--- src/rtl/cla_serial_ctrl.sv ---
// Nibble-serial WIDTH-bit adder: one shared CLA4 slice, low nibble first, carry fed back.
// Optional subtract mode (sub port, A-B) is enabled by defining CLA_SERIAL_SUB_EN.
module cla_serial_ctrl #(
    parameter int WIDTH = 16
) (
    input  logic             clk,
    input  logic             rst_n,
    input  logic             in_valid,
    output logic             in_ready,
    input  logic [WIDTH-1:0] A,
    input  logic [WIDTH-1:0] B,
    input  logic             Ci,
`ifdef CLA_SERIAL_SUB_EN
    input  logic             sub,
`endif
    output logic             out_valid,
    input  logic             out_ready,
    output logic [WIDTH-1:0] S,
    output logic             Co,
    output logic             PG,
    output logic             GG,
    output logic             ovf
);

    localparam int NIB   = WIDTH / 4;
    localparam int IDX_W = (NIB > 1) ? $clog2(NIB) : 1;
    localparam logic [IDX_W-1:0] IDX_LAST = IDX_W'(NIB - 1);

    localparam logic [1:0] IDLE = 2'd0;
    localparam logic [1:0] RUN  = 2'd1;
    localparam logic [1:0] DONE = 2'd2;

    typedef struct packed {
        logic [3:0] sum;
        logic       co;
        logic       pg;
        logic       gg;
    } cla4_t;

    // 4-bit carry-lookahead slice with group propagate/generate.
    function automatic cla4_t cla4(input logic [3:0] a, input logic [3:0] b, input logic ci);
        logic [3:0] p;
        logic [3:0] g;
        logic [4:0] c;
        cla4_t      r;
        p    = a ^ b;
        g    = a & b;
        c[0] = ci;
        c[1] = g[0] | (p[0] & c[0]);
        c[2] = g[1] | (p[1] & g[0]) | (p[1] & p[0] & c[0]);
        c[3] = g[2] | (p[2] & g[1]) | (p[2] & p[1] & g[0]) | (p[2] & p[1] & p[0] & c[0]);
        r.pg = &p;
        r.gg = g[3] | (p[3] & g[2]) | (p[3] & p[2] & g[1]) | (p[3] & p[2] & p[1] & g[0]);
        c[4] = r.gg | (r.pg & c[0]);
        r.sum = p ^ c[3:0];
        r.co  = c[4];
        return r;
    endfunction

    logic [1:0]       state_q, state_d;
    logic [IDX_W-1:0] idx_q, idx_d;
    logic [WIDTH-1:0] a_q, a_d;
    logic [WIDTH-1:0] b_q, b_d;
    logic             carry_q, carry_d;
    logic             pg_acc_q, pg_acc_d;
    logic             gg_acc_q, gg_acc_d;
    logic [WIDTH-1:0] s_q, s_d;
    logic             co_q, co_d;
    logic             pg_q, pg_d;
    logic             gg_q, gg_d;
    logic             ovf_q, ovf_d;
    logic             out_valid_q, out_valid_d;

    logic [WIDTH-1:0] b_cap;
    logic             c_cap;
    logic [3:0]       a_nib;
    logic [3:0]       b_nib;
    cla4_t            slice;

    // b_q always holds the operand actually added, so PG/GG/ovf see Beff.
`ifdef CLA_SERIAL_SUB_EN
    assign b_cap = sub ? ~B : B;
    assign c_cap = sub ? 1'b1 : Ci;
`else
    assign b_cap = B;
    assign c_cap = Ci;
`endif

    assign a_nib = a_q[{idx_q, 2'b00} +: 4];
    assign b_nib = b_q[{idx_q, 2'b00} +: 4];
    assign slice = cla4(a_nib, b_nib, carry_q);

    always_comb begin
        state_d     = state_q;
        idx_d       = idx_q;
        a_d         = a_q;
        b_d         = b_q;
        carry_d     = carry_q;
        pg_acc_d    = pg_acc_q;
        gg_acc_d    = gg_acc_q;
        s_d         = s_q;
        co_d        = co_q;
        pg_d        = pg_q;
        gg_d        = gg_q;
        ovf_d       = ovf_q;
        out_valid_d = out_valid_q;

        case (state_q)
            IDLE: begin
                if (in_valid) begin
                    a_d      = A;
                    b_d      = b_cap;
                    carry_d  = c_cap;
                    idx_d    = '0;
                    pg_acc_d = 1'b1;
                    gg_acc_d = 1'b0;
                    state_d  = RUN;
                end
            end
            RUN: begin
                s_d[{idx_q, 2'b00} +: 4] = slice.sum;
                carry_d  = slice.co;
                pg_acc_d = pg_acc_q & slice.pg;
                gg_acc_d = slice.gg | (slice.pg & gg_acc_q);
                idx_d    = idx_q + 1'b1;
                if (idx_q == IDX_LAST) begin
                    co_d        = slice.co;
                    pg_d        = pg_acc_q & slice.pg;
                    gg_d        = slice.gg | (slice.pg & gg_acc_q);
                    ovf_d       = (a_q[WIDTH-1] == b_q[WIDTH-1]) & (slice.sum[3] != a_q[WIDTH-1]);
                    out_valid_d = 1'b1;
                    state_d     = DONE;
                end
            end
            DONE: begin
                if (out_ready) begin
                    out_valid_d = 1'b0;
                    state_d     = IDLE;
                end
            end
            default: begin
                state_d     = IDLE;
                out_valid_d = 1'b0;
            end
        endcase
    end

    always_ff @(posedge clk or negedge rst_n) begin
        if (!rst_n) begin
            state_q     <= IDLE;
            idx_q       <= '0;
            a_q         <= '0;
            b_q         <= '0;
            carry_q     <= 1'b0;
            pg_acc_q    <= 1'b1;
            gg_acc_q    <= 1'b0;
            s_q         <= '0;
            co_q        <= 1'b0;
            pg_q        <= 1'b0;
            gg_q        <= 1'b0;
            ovf_q       <= 1'b0;
            out_valid_q <= 1'b0;
        end else begin
            state_q     <= state_d;
            idx_q       <= idx_d;
            a_q         <= a_d;
            b_q         <= b_d;
            carry_q     <= carry_d;
            pg_acc_q    <= pg_acc_d;
            gg_acc_q    <= gg_acc_d;
            s_q         <= s_d;
            co_q        <= co_d;
            pg_q        <= pg_d;
            gg_q        <= gg_d;
            ovf_q       <= ovf_d;
            out_valid_q <= out_valid_d;
        end
    end

    assign in_ready  = (state_q == IDLE);
    assign out_valid = out_valid_q;
    assign S         = s_q;
    assign Co        = co_q;
    assign PG        = pg_q;
    assign GG        = gg_q;
    assign ovf       = ovf_q;

endmodule
--- config.mk ---
export PLATFORM = sky130hd
export DESIGN_NAME = cla_serial_ctrl
export DESIGN_NICKNAME = d
export VERILOG_FILES = /design/src/rtl/cla_serial_ctrl.sv
export SDC_FILE = /design/constraint.sdc
export NUM_CORES = 1
export LEC_CHECK = 0
export CORE_MARGIN = 2
export CORE_UTILIZATION = 40
export DETAILED_ROUTE_END_ITERATION = 12
export PLACE_DENSITY = 0.68
export SYNTH_ARGS = -nofsm -noshare
export SYNTH_HDL_FRONTEND = slang
export SYNTH_SLANG_ARGS = --single-unit
export TNS_END_PERCENT = 30
--- constraint.sdc ---
create_clock -name clk -period 2.35 [get_ports clk]
set_input_delay 0.705 -clock clk [delete_from_list [all_inputs] [get_ports clk]]
set_output_delay 0.705 -clock clk [all_outputs]
set_load 0.01 [all_outputs]
==> key figures, run 1 <==
Setup path
  – Crit path capture: ovf$_DFFE_PN0P_
  – Register-to-register setup slack: 0.004 ns
  – Worst r2r dst: ovf$_DFFE_PN0P_
  – WS Path Type: flop to flop
  – R2R Path Start: idx_q[0]$_DFFE_PN0P_
  – Worst path arrival time: 2.60 ns
  – Required time of the critical path: 2.60 ns
  – Worst Path Max Fanout: 8
  – R2R depth: 7
  – Crit. Startpoint: idx_q[0]$_DFFE_PN0P_
  – Crit path launch type: flop
  – CP endpoint kind: flop

Layout
  – Final core utilization: 55.8%
  – Layout cells sized above 1: 13.8%
  – Final nets: 394
  – Fillcell total: 582
  – Most frequent cells in the layout: nand2_1 (111), dfrtp_1 (59), clkdlybuf4s50_1 (57)
  – Fin cells: 429
  – Area delta synth->final: 36.3%
  – Ant diodes: 0
  – Design area: 3750 um^2
  – Commonest non-fill, non-tap cell in the layout: nand2_1

Job
  – Max-Cap Viols: 0

Route
  – Final ANT Viol Nets: 0
  – Number of DRC markers in iteration 0: 76
  – Via density: 4.89
  – DR WL/cell: 14.3 um
  – DR DRC count: 0
  – DR vias: 2099
  – DRT Wirelength: 6.14 mm
  – Drt first pass iters: 4

Floorplanning
  – Die Width: 86.9 um
  – Initial Utilization: 40.9%
  – I/O pin count: 59
  – Die Span Y: 86.9 um
  – Core area: 6720 um^2
  – Row count: 30
  – Die ar.: 7560 um^2

Clocking
  – H-tree depth: 3
  – CTS Hold Buffers Added: 0
  – Worst-skew pair later-pin latency: 0.34 ns
  – CTS root buffer: clkbuf_8
  – Cts bufs inserted: 9
  – Clk sinks: 60
  – Worst-path clk slew: 0.07 ns
  – Clk buf depth: 2
  – TritonCTS clock tree: built

Yosys
  – Avg Inst Size Synth: 10.1 um^2
  – Sequential-to-total area share from yosys stat: 54.6%
  – Synthesized net count: 320
  – Top post-synthesis cells by area: dfrtp_1 (54%), nand2_1 (15%), mux4_2 (6.5%), ha_1 (4.5%), a22o_1 (4.1%)
  – Adder-cell share of the synthesized area: 5.28%
  – Mapped Area: 2750 um^2
  – Yosys cell types: 31
  – Synth Area in Compound Gates: 8.87%
  – Warnings, synthesis: 0
  – Area leader, netlist: dfrtp_1
  – Syn Inst Count: 272
  – Top-area cell type share of the netlist area: 53.7%
  – Mux share of post-synthesis cell area: 6.91%
  – Main combinational cell family by area after synthesis: simple AND/OR/NAND/NOR gates
  – Synth Area in Simple Gates: 21.6%
  – XOR/XNOR Fraction of Synth Area: 0.637%
  – #FFs+latches synth: 60

Global route
  – Global route overflow: 0
  – All-Layer GR Usage: 17.7%
  – First-pass GRT wire length: 10.1 mm
  – Largest net degree at the start of global routing: 30
  – Vias in the first global route: 2100
  – Number of antenna violations at the first check in global routing: 0

Timing
  – Clk_skew: 0.0105 ns
  – Worst-Margin Slew: 0.508 ns
  – Final Max Tran Viols: 0
  – Endpoints failing hold: 0
  – Fin crit share: 99.8%
  – Highest clock rate: 426 MHz
  – Min Tclk post-route: 2.35 ns
  – Max transition margin: 65.9%
  – RSZ-0062 raised after global routing: true
  – Final setup vio count: 0
  – WHS: 0.236 ns

Pwr
  – Pwr Density: 1540 nW/um^2
  – Peak supply drop: 0.673 mV
  – Cell leakage power: 1.76 nW

Placement
  – HPWL Detailed: 4.66 mm
  – GPL Wtd Cong: 0.901
  – Placed Cells incl. Taps: 413
  – Port-buffer cells: 58
  – Placed Area: 3560 um^2

Run status
  – Status: completed

Min path
  – Worst hold path class: input pin to asynchronous set/reset pin
cells in the mapped netlist, drive strengths merged:
| cell | number |
|---|---|
| a21o | 1 |
| a21oi | 5 |
| a22o | 13 |
| a22oi | 1 |
| a31oi | 4 |
| and2 | 1 |
| and4 | 2 |
| buf | 2 |
| clkbuf | 8 |
| dfrtp | 59 |
| dfstp | 1 |
| fa | 1 |
| ha | 10 |
| inv | 5 |
| mux2i | 1 |
| mux4 | 8 |
| nand2 | 111 |
| nand2b | 2 |
| nand3 | 5 |
| nand4 | 2 |
| nor2 | 11 |
| nor2b | 1 |
| nor3b | 1 |
| nor4 | 1 |
| o211ai | 1 |
| o21ai | 7 |
| o31ai | 3 |
| or3 | 2 |
| or4 | 1 |
| xnor2 | 2 |
power breakdown:
part	internal (W)	switching, W	total [W]
logic	0.00159	0.00165	0.00324
registers	0.00147	0.000314	0.00178
clock network	0.000394	0.000375	0.000769
total	0.00345	0.00234	0.00579
worst min path at each step:
stage,start,end,slack (ns),depth (start not counted)
finish,rst_n,S[7]$_DFFE_PN0P_,0.24,1
CTS,rst_n,S[7]$_DFFE_PN0P_,0.24,1
floorplan,rst_n,Co$_DFFE_PN0P_,0.41,0
global route,rst_n,S[7]$_DFFE_PN0P_,0.26,1
detailed placement,a_q[10]$_DFFE_PN0P_,a_q[10]$_DFFE_PN0P_,0.46,2
global placement,a_q[7]$_DFFE_PN0P_,a_q[7]$_DFFE_PN0P_,0.46,2
stage by stage:
step / TNS [ns] / worst slack [ns] / power (W)
final: 0 / 0.00403 / 0.00579
after global routing: -0.776 / -0.127 / 0.00624
after CTS: -0.0176 / -0.0176 / 0.00572
after detailed placement: -0.0231 / -0.0159 / 0.00480
after global placement: 0 / 0.0377 / 0.00469
after floorplan: -0.00569 / -0.00569 / 0.00369
final cells by class:
| cell class | instances | area [um^2] | share of cell area, % |
|---|---|---|---|
| Sequential cell | 60 | 1500 | 40.1 |
| Clock buffer | 11 | 141 | 3.77 |
| Multi-Input combinational cell | 197 | 1260 | 33.6 |
| Clock inverter | 3 | 15.0 | 0.400 |
| Inverter | 5 | 18.8 | 0.500 |
| Timing Repair Buffer | 73 | 713 | 19.0 |
| Tap cell | 80 | 100 | 2.67 |
critical path, cell delays in order (launching register included):
cell	delay (ns)
dfrtp_1	0.39
buf_12	0.15
mux4_2	0.53
ha_4	0.34
nand4_1	0.12
and4_4	0.18
or4_1	0.39
a31oi_1	0.17
cell families (layout without fill, tap and decap cells):
logic type	after synthesis	after routing
flip-flops	60	60
multiplexers	9	9
adder cells (fa/ha/maj)	11	11
buffers and inverters	15	92
AND/OR/NAND/NOR	140	140
AO/OA/AOI/OAI	35	35
XOR/XNOR	2	2
flip-flops by register name, indices dropped and copies added, names as in the netlist:
| name | count |
|---|---|
| PG | 1 |
| idx_q | 2 |
| GG | 1 |
| gg_acc_q | 1 |
| pg_acc_q | 1 |
| state_q | 2 |
| b_q | 16 |
| out_valid | 1 |
| carry_q | 1 |
| Co | 1 |
| a_q | 16 |
| ovf | 1 |
| S | 16 |
repair_timing:
item | in CTS | in global routing
endpoints found under the setup margin | 5 | 10
resized for setup | 2 | 2
pin swaps | 6 | 2
endpoints found under the hold margin | 0 | 0
setup buffers | 2 | 0
metal layers:
| metal | vias up | track usage, % | wire (um) |
|---|---|---|---|
| li1 | 1067 | - | - |
| met1 | 971 | 23.4 | 2770 |
| met2 | 51 | 28.1 | 3020 |
| met3 | 10 | 3.60 | 239 |
| met4 | 0 | 8.24 | 115 |
| met5 | - | 0 | 0 |
(Power assumes the default switching activity.)
==> run 2, diff against run 1 <==
--- a/config.mk
+++ b/config.mk
@@ -5,10 +5,11 @@
 export SDC_FILE = /design/constraint.sdc
 export NUM_CORES = 1
 export LEC_CHECK = 0
-export CORE_MARGIN = 2
+export ABC_AREA = 1
+export CORE_MARGIN = 1.5
 export CORE_UTILIZATION = 40
 export DETAILED_ROUTE_END_ITERATION = 12
-export PLACE_DENSITY = 0.68
+export PLACE_DENSITY = 0.67
 export SYNTH_ARGS = -nofsm -noshare
 export SYNTH_HDL_FRONTEND = slang
 export SYNTH_SLANG_ARGS = --single-unit
==> run 2 against run 1 <==
Net effect:
- cell count is 21% higher
- maximum frequency is 7.9% higher
- worst hold slack worse by 0.079 ns
- clock skew is 0.0054 ns lower
- final area is 2.0% higher
- clock power is 13% higher
- via count is 19% higher
- critical path depth is 4 higher
- first-iteration DRC count is 100% higher
==> key figures, run 2 <==
Run status
  – Status: completed

Clocking
  – Worst-skew pair later-pin latency: 0.33 ns
  – Clk buf depth: 2
  – Clk sinks: 60
  – Worst-path clk slew: 0.06 ns
  – H-tree depth: 3
  – TritonCTS clock tree: built
  – CTS Hold Buffers Added: 0
  – CTS root buffer: clkbuf_8
  – Cts bufs inserted: 9

Route
  – DR vias: 2498
  – DR WL/cell: 12.7 um
  – Via density: 4.83
  – DR DRC count: 0
  – Drt first pass iters: 4
  – Number of DRC markers in iteration 0: 152
  – Final ANT Viol Nets: 0
  – DRT Wirelength: 6.58 mm

Yosys
  – Synth Area in Simple Gates: 28.5%
  – Mux share of post-synthesis cell area: 0%
  – #FFs+latches synth: 60
  – Top-area cell type share of the netlist area: 50.6%
  – Top post-synthesis cells by area: dfrtp_1 (51%), nand2_1 (18%), o21ai_0 (5.0%), ha_1 (4.3%), nor2_1 (2.8%)
  – Synth top cells by count: nand2_1 (141), dfrtp_1 (59), o21ai_0 (29)
  – Warnings, synthesis: 0
  – Adder-cell share of the synthesized area: 4.98%
  – Count leader, synth: nand2_1
  – Synth Area in Compound Gates: 9.27%
  – Sequential-to-total area share from yosys stat: 51.5%
  – XOR/XNOR Fraction of Synth Area: 0.858%
  – Area leader, netlist: dfrtp_1
  – Mapped Area: 2920 um^2
  – EDFF count, synth: 0
  – Synthesized net count: 397
  – Top_reg_cell synth: dfrtp_1
  – Fraction of registers with async set/reset: 100%
  – Yosys cell types: 33
  – Avg Inst Size Synth: 8.35 um^2
  – Main combinational cell family by area after synthesis: simple AND/OR/NAND/NOR gates
  – Syn Inst Count: 349

Setup path
  – Worst path bufs/invs: 1
  – Worst path arrival time: 2.40 ns
  – Worst Path Max Fanout: 26
  – Critical path's top delay family: simple AND/OR/NAND/NOR gates
  – Worst-path cell chain: buf_8 > o21ai_0 > o22ai_1 > ha_1 > or2_4 > nand2_4 > nand2_2 > nand2_2 > nand2_2 > nand4_1 > nand2_1
  – CP dominant cell by count: nand2_2
  – Crit path launch type: flop
  – CP endpoint kind: flop
  – Required time of the critical path: 2.57 ns
  – Slowest-stage cell, CP: dfrtp_2
  – WS Path Type: flop to flop
  – Largest stage delay on the critical path: 0.45 ns

Floorplanning
  – Row count: 30
  – Core area: 6910 um^2
  – Die Span Y: 88.4 um
  – Die Width: 88.4 um
  – Initial Utilization: 42.2%
  – Die ar.: 7810 um^2
  – I/O pin count: 59

Layout
  – Final nets: 465
  – Layout cells sized above 1: 11.6%
  – Fillcell total: 673
  – Commonest non-fill, non-tap cell in the layout: nand2_1
  – Most frequent cells in the layout: nand2_1 (141), dfrtp_1 (58), clkdlybuf4s50_1 (57)
  – Area delta synth->final: 31.2%
  – Ant diodes: 0

Pwr
  – Pwr Density: 1560 nW/um^2
  – Cell leakage power: 1.87 nW
  – Peak supply drop: 0.741 mV

Job
  – Max-Cap Viols: 0

Timing
  – Final Max Tran Viols: 0
  – Endpoints failing hold: 0
  – Clk_skew: 0.00505 ns
  – TNS Setup: 0 ns
  – Setup ws final: 0.176 ns
  – Max transition margin: 65.9%
  – Fin crit share: 92.5%
  – Highest clock rate: 460 MHz
  – Final setup vio count: 0
  – Min Tclk post-route: 2.17 ns
  – RSZ-0062 raised after global routing: false
  – Worst-Margin Slew: 0.511 ns

Global route
  – Number of antenna violations at the first check in global routing: 0
  – Largest net degree at the start of global routing: 35
  – All-Layer GR Usage: 18.6%
  – First-pass GRT wire length: 11.0 mm
  – Vias in the first global route: 2385
  – Global route overflow: 0

Placement
  – Port-buffer cells: 58
  – HPWL Detailed: 4.84 mm
  – GPL Wtd Cong: 0.891
  – Pre-CTS WS: 0.162 ns

Min path
  – Worst hold path class: input pin to asynchronous set/reset pin
run 2: cell count changes after synthesis, moves of 5 or more:
cell      delta
inv_1       +13
o22ai_1     +10
mux4_2       -8
nor2_1      +11
a22o_1      -13
clkbuf_1     -7
buf_2        +5
nand2_2      +8
nand2_1     +30
o21ai_0     +22
run 2: area by class of cell:
type	count	area (um^2)	area share (%)
timing repair inverter	1	7.51	0.196
tap	96	120	3.14
timing repair buffer	67	651	17.0
sequential	60	1500	39.3
clock buffer	14	183	4.78
multi-input combinational	257	1270	33.2
inverter	21	85.1	2.22
clock inverter	1	5.00	0.131
run 2: layer usage:
layer	vias up	track usage (%)	part of all wire, %
met1	1161	24.6	47
met4	0	8.38	1.7
met5	-	0	0
li1	1262	-	-
met3	12	3.73	4.4
met2	63	29.7	47
run 2: final timing paths:
check | depth (start not counted) | slack [ns] | from | end
worst max-delay path | 11 | 0.18 | idx_q[0]$_DFFE_PN0P_ | S[15]$_DFFE_PN0P_
worst min-delay path | 1 | 0.16 | rst_n | state_q[1]$_DFFE_PN0P_
worst max register to register | 11 | 0.18 | idx_q[0]$_DFFE_PN0P_ | S[15]$_DFFE_PN0P_
worst min register to register | 2 | 0.48 | S[9]$_DFFE_PN0P_ | S[9]$_DFFE_PN0P_
max in group asynchronous | 2 | 1.60 | rst_n | pg_acc_q$_DFFE_PN1P_
min in group clk | 2 | 0.48 | S[9]$_DFFE_PN0P_ | S[9]$_DFFE_PN0P_
run 2: cell families after synthesis:
kind of cell             Yosys count
AO/OA/AOI/OAI                     48
XOR/XNOR                           2
adder cells (fa/ha/maj)           11
buffers and inverters             32
flip-flops                        60
AND/OR/NAND/NOR                  196
run 2: stage by stage:
stage	hold WS (ns)	cell area (um^2)	total power, W	util (%)	instances
floorplan	0.409	2920	0.00406	-	349
global placement	0.458	3600	0.00495	52.2	499
detailed placement	0.468	3600	0.00505	52.2	499
CTS	0.142	3790	0.00594	54.9	514
global route	0.146	3820	0.00651	55.4	517
finish	0.157	3820	0.00595	55.4	517
run 2: timing repair:
| action | CTS | global route |
|---|---|---|
| setup endpoints to repair | 0 | 7 |
| resized for setup | 0 | 5 |
| setup buffers | 0 | 2 |
run 2: report_power, final:
| part | leakage (nW) | internal [W] | switching (W) |
|---|---|---|---|
| sequential | 0.767 | 0.00148 | 0.000297 |
| combinational | 1.01 | 0.00130 | 0.00201 |
| clock | 0.0986 | 0.000491 | 0.000377 |
| total | 1.87 | 0.00327 | 0.00269 |
